[config.mk]
export PLATFORM = sky130hd
export DESIGN_NAME = regfile_writeback_queue
export DESIGN_NICKNAME = d
export VERILOG_FILES = /design/src/rtl/regfile_writeback_queue.sv
export SDC_FILE = /design/constraint.sdc
export NUM_CORES = 1
export LEC_CHECK = 0
export ABC_AREA = 0
export ABC_CLOCK_PERIOD_IN_PS = 3100
export CELL_PAD_IN_SITES_DETAIL_PLACEMENT = 2
export CELL_PAD_IN_SITES_GLOBAL_PLACEMENT = 2
export CORE_ASPECT_RATIO = 1.4
export CORE_MARGIN = 1.5
export CORE_UTILIZATION = 34
export DETAILED_ROUTE_END_ITERATION = 12
export PLACE_DENSITY = 0.8
export SLEW_MARGIN = 20
export SYNTH_ARGS = -nofsm -noshare
export SYNTH_HDL_FRONTEND = slang
export SYNTH_SLANG_ARGS = --single-unit
[constraint.sdc]
create_clock -name clk -period 3.1 [get_ports clk]
set_input_delay 0.62 -clock clk [delete_from_list [all_inputs] [get_ports clk]]
set_output_delay 0.62 -clock clk [all_outputs]
set_load 0.01 [all_outputs]
[src/rtl/regfile_writeback_queue.sv]
// Register-file writeback queue: buffers producer results, drains them through a
// shared RF write port, and forwards the youngest pending value to two readers.
module regfile_writeback_queue #(
  parameter int DEPTH = 4,
  parameter int AW    = 5,
  parameter int DW    = 32
) (
  input  logic                       clk,
  input  logic                       reset,
  input  logic                       flush,
  input  logic                       in_valid,
  output logic                       in_ready,
  input  logic [AW-1:0]              in_addr,
  input  logic [DW-1:0]              in_data,
  output logic                       rf_we,
  output logic [AW-1:0]              rf_waddr,
  output logic [DW-1:0]              rf_wdata,
  input  logic                       rf_grant,
  input  logic [AW-1:0]              fwd_addr1,
  input  logic [AW-1:0]              fwd_addr2,
  output logic                       fwd_hit1,
  output logic                       fwd_hit2,
  output logic [DW-1:0]              fwd_data1,
  output logic [DW-1:0]              fwd_data2,
  output logic [$clog2(DEPTH):0]     count
);

  localparam int PW = (DEPTH > 1) ? $clog2(DEPTH) : 1;
  localparam int CW = $clog2(DEPTH) + 1;

  logic [AW-1:0] addr_mem [DEPTH];
  logic [DW-1:0] data_mem [DEPTH];

  logic [PW-1:0] head_q, head_d;
  logic [PW-1:0] tail_q, tail_d;
  logic [CW-1:0] count_q, count_d;

  logic push;
  logic pop;

  assign in_ready = (count_q < CW'(DEPTH)) && !reset && !flush;
  // Writes to r0 complete the handshake but are never stored.
  assign push     = in_valid && in_ready && (in_addr != '0);
  assign rf_we    = (count_q != '0) && !flush && !reset;
  assign pop      = rf_we && rf_grant;
  assign rf_waddr = addr_mem[head_q];
  assign rf_wdata = data_mem[head_q];
  assign count    = reset ? '0 : count_q;

  always_comb begin
    head_d  = head_q;
    tail_d  = tail_q;
    count_d = count_q;
    if (reset || flush) begin
      head_d  = '0;
      tail_d  = '0;
      count_d = '0;
    end else begin
      if (push) tail_d = tail_q + PW'(1);
      if (pop)  head_d = head_q + PW'(1);
      count_d = count_q + CW'(push) - CW'(pop);
    end
  end

  always_ff @(posedge clk) begin
    if (reset) begin
      head_q  <= '0;
      tail_q  <= '0;
      count_q <= '0;
    end else begin
      head_q  <= head_d;
      tail_q  <= tail_d;
      count_q <= count_d;
    end
  end

  always_ff @(posedge clk) begin
    if (push) begin
      addr_mem[tail_q] <= in_addr;
      data_mem[tail_q] <= in_data;
    end
  end

  logic [1:0][AW-1:0] fwd_addr_v;
  logic [1:0]         fwd_hit_v;
  logic [1:0][DW-1:0] fwd_data_v;

  assign fwd_addr_v = {fwd_addr2, fwd_addr1};

  generate
    for (genvar gi = 0; gi < 2; gi++) begin : g_fwd
      logic [PW-1:0] idx;
      logic          hit;
      logic [DW-1:0] data;

      // Walk oldest to youngest so the last match (closest to tail) wins.
      always_comb begin
        hit  = 1'b0;
        data = '0;
        idx  = '0;
        for (int i = 0; i < DEPTH; i++) begin
          idx = head_q + PW'(i);
          if ((CW'(i) < count_q) && (addr_mem[idx] == fwd_addr_v[gi])) begin
            hit  = 1'b1;
            data = data_mem[idx];
          end
        end
        if (reset || flush || (fwd_addr_v[gi] == '0)) begin
          hit  = 1'b0;
          data = '0;
        end
      end

      assign fwd_hit_v[gi]  = hit;
      assign fwd_data_v[gi] = data;
    end
  endgenerate

  assign fwd_hit1  = fwd_hit_v[0];
  assign fwd_hit2  = fwd_hit_v[1];
  assign fwd_data1 = fwd_data_v[0];
  assign fwd_data2 = fwd_data_v[1];

endmodule

Word-level counts from Yosys, hierarchy flattened
Memories as Yosys holds them, arrays and structs flattened. A register that Yosys moved wholly into a read port is not among the register bits.
Cells that the tools add are included.
{ "totals": {"regBits": 7, "mem_bits_rw": 148, "input_bits": 52, "out_inout_bits": 108, "elab_cells": 76, "memories": 2} }
{ "op_classes": {"n_addsub": 6, "order_cmp": 5, "n_eq_ne": 8, "muxes": 27, "n_reduce_logical": 25} }
{ "memory_table": {"columns": ["name", "depth", "width", "read_ports", "rd_ports_with_merged_regs", "wr", "line", "rtl"], "rows": [
  ["data_mem", 4, 32, 4, 1, 1, "32", "logic [DW-1:0] data_mem [DEPTH];"],
  ["addr_mem", 4, 5, 4, 1, 1, "31", "logic [AW-1:0] addr_mem [DEPTH];"]
]} }
{ "op_table": {"columns": ["operator", "n"], "rows": [
  ["32-bit two-way mux", 10],
  ["5-bit equality test", 8],
  ["1-bit logical AND", 15],
  ["1-bit two-way mux", 12],
  ["5-bit zero test", 2],
  ["2-bit two-way mux", 4],
  ["1-bit by 3-bit < comparator with 1-bit output, first input constant", 2],
  ["2-bit by 3-bit < comparator with 1-bit output, first input constant", 2],
  ["5-bit nonzero test", 1],
  ["2-bit by 1-bit adder with 2-bit output, second input constant", 2],
  ["2-bit adder, second input constant", 2],
  ["3-bit by 1-bit adder with 3-bit output", 1],
  ["1-bit logical OR", 3],
  ["3-bit < comparator, second input constant", 1],
  ["3-bit two-way mux", 1],
  ["3-bit nonzero test", 1],
  ["3-bit by 1-bit subtractor with 3-bit output", 1],
  ["1-bit zero test", 2],
  ["2-bit OR reduction", 1]
]} }

Logic depth before layout (Yosys ltp)
Gate-level depths: netlist of run 1.
An unclocked memory read counts as a cell.
{ "logic_depth": {"ltp_word": 8, "mapped_depth": 12, "mapped_depth_nobuf": 10} }

Least setup slack after synthesis of run 1
No wires, ideal clock.
{ "synth_path": {"path_type": "reg2out", "startpoint": "register head_q[1]", "endpoint": "output port fwd_data1[13]", "t_arrival_ns": 2.632, "required_ns": 2.480, "path_slack_ns": -0.152, "path_stages_with_launch": 10, "path_buffers": 3, "path_cell_list": "dfxtp_1 > buf_2 > buf_2 > mux4_2 > xnor2_1 > nand4_1 > nor3_4 > buf_4 > a221oi_1 > a211oi_1"} }
{ "synth_via": {"elab_chain_cells": 8, "word_cells_on_any_way": 15, "classes_between": "add/sub: 3; eq/ne: 3; mux: 4; reduce/logical: 3; memory: 2"} }
{ "synth_rtl": {"columns": ["element", "line", "rtl"], "rows": [
  ["start, declared", "34", "logic [PW-1:0] head_q, head_d;"],
  ["start signal, assigned", "67", "head_q <= '0;"],
  ["start signal, assigned", "71", "head_q <= head_d;"],
  ["2-bit by 1-bit adder with 2-bit output", "102", "idx = head_q + PW'(i);"],
  ["memory read 4 x 5 bit", null, null],
  ["5-bit equality test", "103", "if ((CW'(i) < count_q) && (addr_mem[idx] == fwd_addr_v[gi])) begin"],
  ["1-bit logical AND", "103", null],
  ["32-bit two-way mux (2 in series)", "103", null],
  ["32-bit two-way mux *", "103", null],
  ["32-bit two-way mux *", "108", "if (reset || flush || (fwd_addr_v[gi] == '0)) begin"],
  ["end, declared", "23", "output logic [DW-1:0] fwd_data1,"]
]} }
Mark *: on every way between the ends. The rest lies on a longest branch, timed or not.

Final worst setup path of run 1
{ "layout_path": {"startpoint": "register head_q[0]", "endpoint": "output port fwd_data1[18]"} }
The elaborated chain is that of the path after synthesis.

==> metrics.csv, run 1 <==
metric,value,unit
Die ar.,0.03387,sq mm
WHS Endpoint,tail_q[1],
Crit path required time,2.48,ns
vias in the first global route,11960,
Routed WL per cell,39.82,um
clock buffer depth,2,
largest net degree at the start of global routing,61,
RSZ-0062 raised after global routing,true,
initial antenna violation count,2,
leakage power,0.006163,uW
total CTS buffers,17,
fin cells,1743,
io pins,160,
# setup viols final,68,
min Tclk post-route,4.504,ns
core area,0.03230,sq mm
MaxCap Viol Count,0,
most used routing layer,met2,
syn_nets,969,
Final HPWL DP,33400,um
Hold Startpoint,tail_q[1],
num rows,78,
"most common cell after layout, fill and taps aside",buf_4,
Placed Area,0.01512,sq mm
DR iter-0 viols,1174,
Unique masters post-synth,52,
Post-Syn Instances,908,
Tcrit/Tclk final,145.3,%
Reg2Reg Capture Point,count_q[1],
placed cells,1630,
routing usage on met3,5.416,%
layout cells sized above 1,53.65,%
Slew @ Worst Pin,0.6439,ns
drt drc,0,
CTS Sinks,157,
outcome,"finished, violations left",
Root Buffer,clkbuf_16,
WS Path Type,reg -> out,
met1 usage,36.16,%
cell area after synthesis,0.01114,sq mm
fillcell total,2983,
WHS Path Cells,2,
Yosys reg bits,157,
final worst slack,-1.404,ns
Reg2Reg Setup Slack,0.69,ns
crit start category,flip-flop,
failing checks,setup timing,
critical path endpoint category,output port,
# H-tree levels,4,
Slew headroom,57.07,%
"commonest cells after routing, fill and taps aside","202 x buf_4, 148 x edfxtp_1, 86 x mux4_2, 76 x clkdlybuf4s50_1, 67 x nand2_1",
total gr overflow,0,
Via density,6.529,
fin area,0.01743,sq mm
initial core utilization,34.48,%
r2r startpoint,count_q[2],
Fin Hold WS,0.6827,ns
clk_skew,0.02948,ns
"Seq/Total Area, Yosys",41.52,%
routed wire length,69410,um
YS warnings,0,
reg2reg path depth,9,
worst-path fanout max,6,
CTS tree,yes,
drt pass-1 iters,5,
clock-pin slew on the worst setup and hold paths,0.09,ns
Die Span Y,217.1,um
maximum vdd drop,458.4,uV
vias after detailed routing,11380,
Hold Fails Final Rpt,0,
Final GP Congestion,0.8700,
"Slew Viols, Final",0,
area growth from synthesis to layout,56.48,%
Fmax achieved,0.2220,GHz
# hold bufs at CTS,0,
Worst-Skew Late Latency,0.50,ns
total track usage,33.55,%
remaining antenna violation count,0,
crit path launch,head_q[0],
met2 GRT Util,59.53,%
pwr dens,307.4,mW/mm^2
arrival time at the worst endpoint,3.88,ns
Buffers on Ports,159,
die width,156.0,um
Final Net Count,1349,
first-pass GRT wire length,81680,um
HP Class,reg -> reg,
syn avg cell area,12.27,sq um
## cells in the mapped netlist, drive strengths merged
cell type,instances,area (sq um)
xnor2,31,271.5
o21a,1,7.510
inv,10,37.53
a21oi,64,320.3
a21o,1,7.510
or3,5,31.28
o22ai,2,12.51
dfxtp,9,180.2
nand2,67,251.5
and2,8,50.05
mux2,62,698.2
and3b,1,8.760
or2,4,25.03
nor3,3,26.28
nand3b,1,7.510
a221oi,30,325.3
buf,46,301.5
o311a,1,10.01
a221o,1,10.01
nor2,56,215.2
fa,1,20.02
o32a,1,10.01
edfxtp,148,4444
and3,30,187.7
nand4,6,37.54
ha,8,100.1
or4,2,15.01
o2bb2a,1,20.02
a211o,1,8.760
nand2b,1,6.260
a211oi,32,280.3
xor2,13,113.9
nor4,2,27.53
clkbuf,42,157.7
a31oi,3,18.77
mux2i,61,610.6
nor2b,3,18.77
o21ai,62,310.3
a22oi,2,15.01
mux4,86,1937
## logic make-up (layout without fill, tap and decap cells)
| logic type | after synthesis | in the layout | share of synthesized area (%) |
|---|---|---|---|
| XOR/XNOR | 44 | 44 | 3.460 |
| adder cells (fa/ha/maj) | 9 | 9 | 1.079 |
| flip-flops | 157 | 157 | 41.52 |
| multiplexers | 209 | 209 | 29.14 |
| buffers and inverters | 98 | 491 | 4.460 |
| other | 0 | 2 | 0 |
| AND/OR/NAND/NOR | 189 | 189 | 8.157 |
| AO/OA/AOI/OAI | 202 | 202 | 12.18 |
## metrics by stage
stage | setup TNS, ns | util, % | worst slack (ns) | power (uW)
after floorplan | -0.01310 | - | -0.01120 | 2533
after global placement | -56.72 | 46.80 | -0.9925 | 2771
after detailed placement | -63.52 | 46.80 | -1.147 | 2792
after CTS | -68.22 | 50.53 | -0.9807 | 5118
after global routing | -82.18 | 53.95 | -1.490 | 5418
final | -78.60 | 53.95 | -1.404 | 5358
## power breakdown
part	switching, uW	internal, uW	total (uW)	leakage [uW]
Combinational	257	228	485	0.00444
Sequential	19.7	2330	2350	0.00141
Clock	1130	1400	2520	0.000306
## final cells by class
class,instances,area [sq um],area share (%)
Antenna cell,2,5.005,0.02872
Multi-Input combinational cell,653,7097,40.72
Inverter,10,37.54,0.2154
Timing Repair Buffer,449,4461,25.60
Clock buffer,19,452.9,2.599
Sequential cell,157,4639,26.62
Tap cell,440,550.5,3.159
Clock inverter,13,183.9,1.055
## sequential cells by signal, summed over array words and instances, names as in the netlist, named ones only
| register | flops |
|---|---|
| data_mem | 128 |
| tail_q | 2 |
| addr_mem | 20 |
| count_q | 3 |
| head_q | 2 |
## per-layer routing
metal  wire, um  up-vias
met2      35030      829
met1      23860     5875
li1           -     4329
met4       5777        2
met3       4719      345
met5         18        -
## how the worst max path moves through the flow
stage,endpoint,slack (ns)
2_1_floorplan,fwd_data1[2],-0.01
3_3_place_gp,fwd_data2[19],-0.99
3_5_place_dp,fwd_data2[19],-1.15
4_1_cts,fwd_data1[10],-0.98
5_1_grt,fwd_data1[15],-1.49
6_report,fwd_data1[18],-1.40
## worst max-delay path, cell delays in order (launching register included)
cell and delay, ns:
dfxtp_4 0.43, buf_12 0.14, mux4_2 0.58, xnor2_2 0.28, nand4_1 0.30, nor2_4 0.32
buf_6 0.20, buf_12 0.16, mux2_4 0.33, a221oi_2 0.38, a211oi_2 0.08, buf_2 0.17
## repair_timing
item                       in CTS  in global routing
cloned                          5                  7
gates resized for setup       314                204
setup endpoints to repair      98                 98
buffers inserted               34                 43
pin swaps                      72                 67
Note: power is estimated with default switching activity, not from simulation.
==> inputs of run 2 (changes only) <==
--- a/config.mk
+++ b/config.mk
@@ -6,7 +6,6 @@
 export NUM_CORES = 1
 export LEC_CHECK = 0
 export ABC_AREA = 0
-export ABC_CLOCK_PERIOD_IN_PS = 3100
 export CELL_PAD_IN_SITES_DETAIL_PLACEMENT = 2
 export CELL_PAD_IN_SITES_GLOBAL_PLACEMENT = 2
 export CORE_ASPECT_RATIO = 1.4
==> results of run 2 <==
The final DEF is identical to that of run 1; final timing and power are the same.
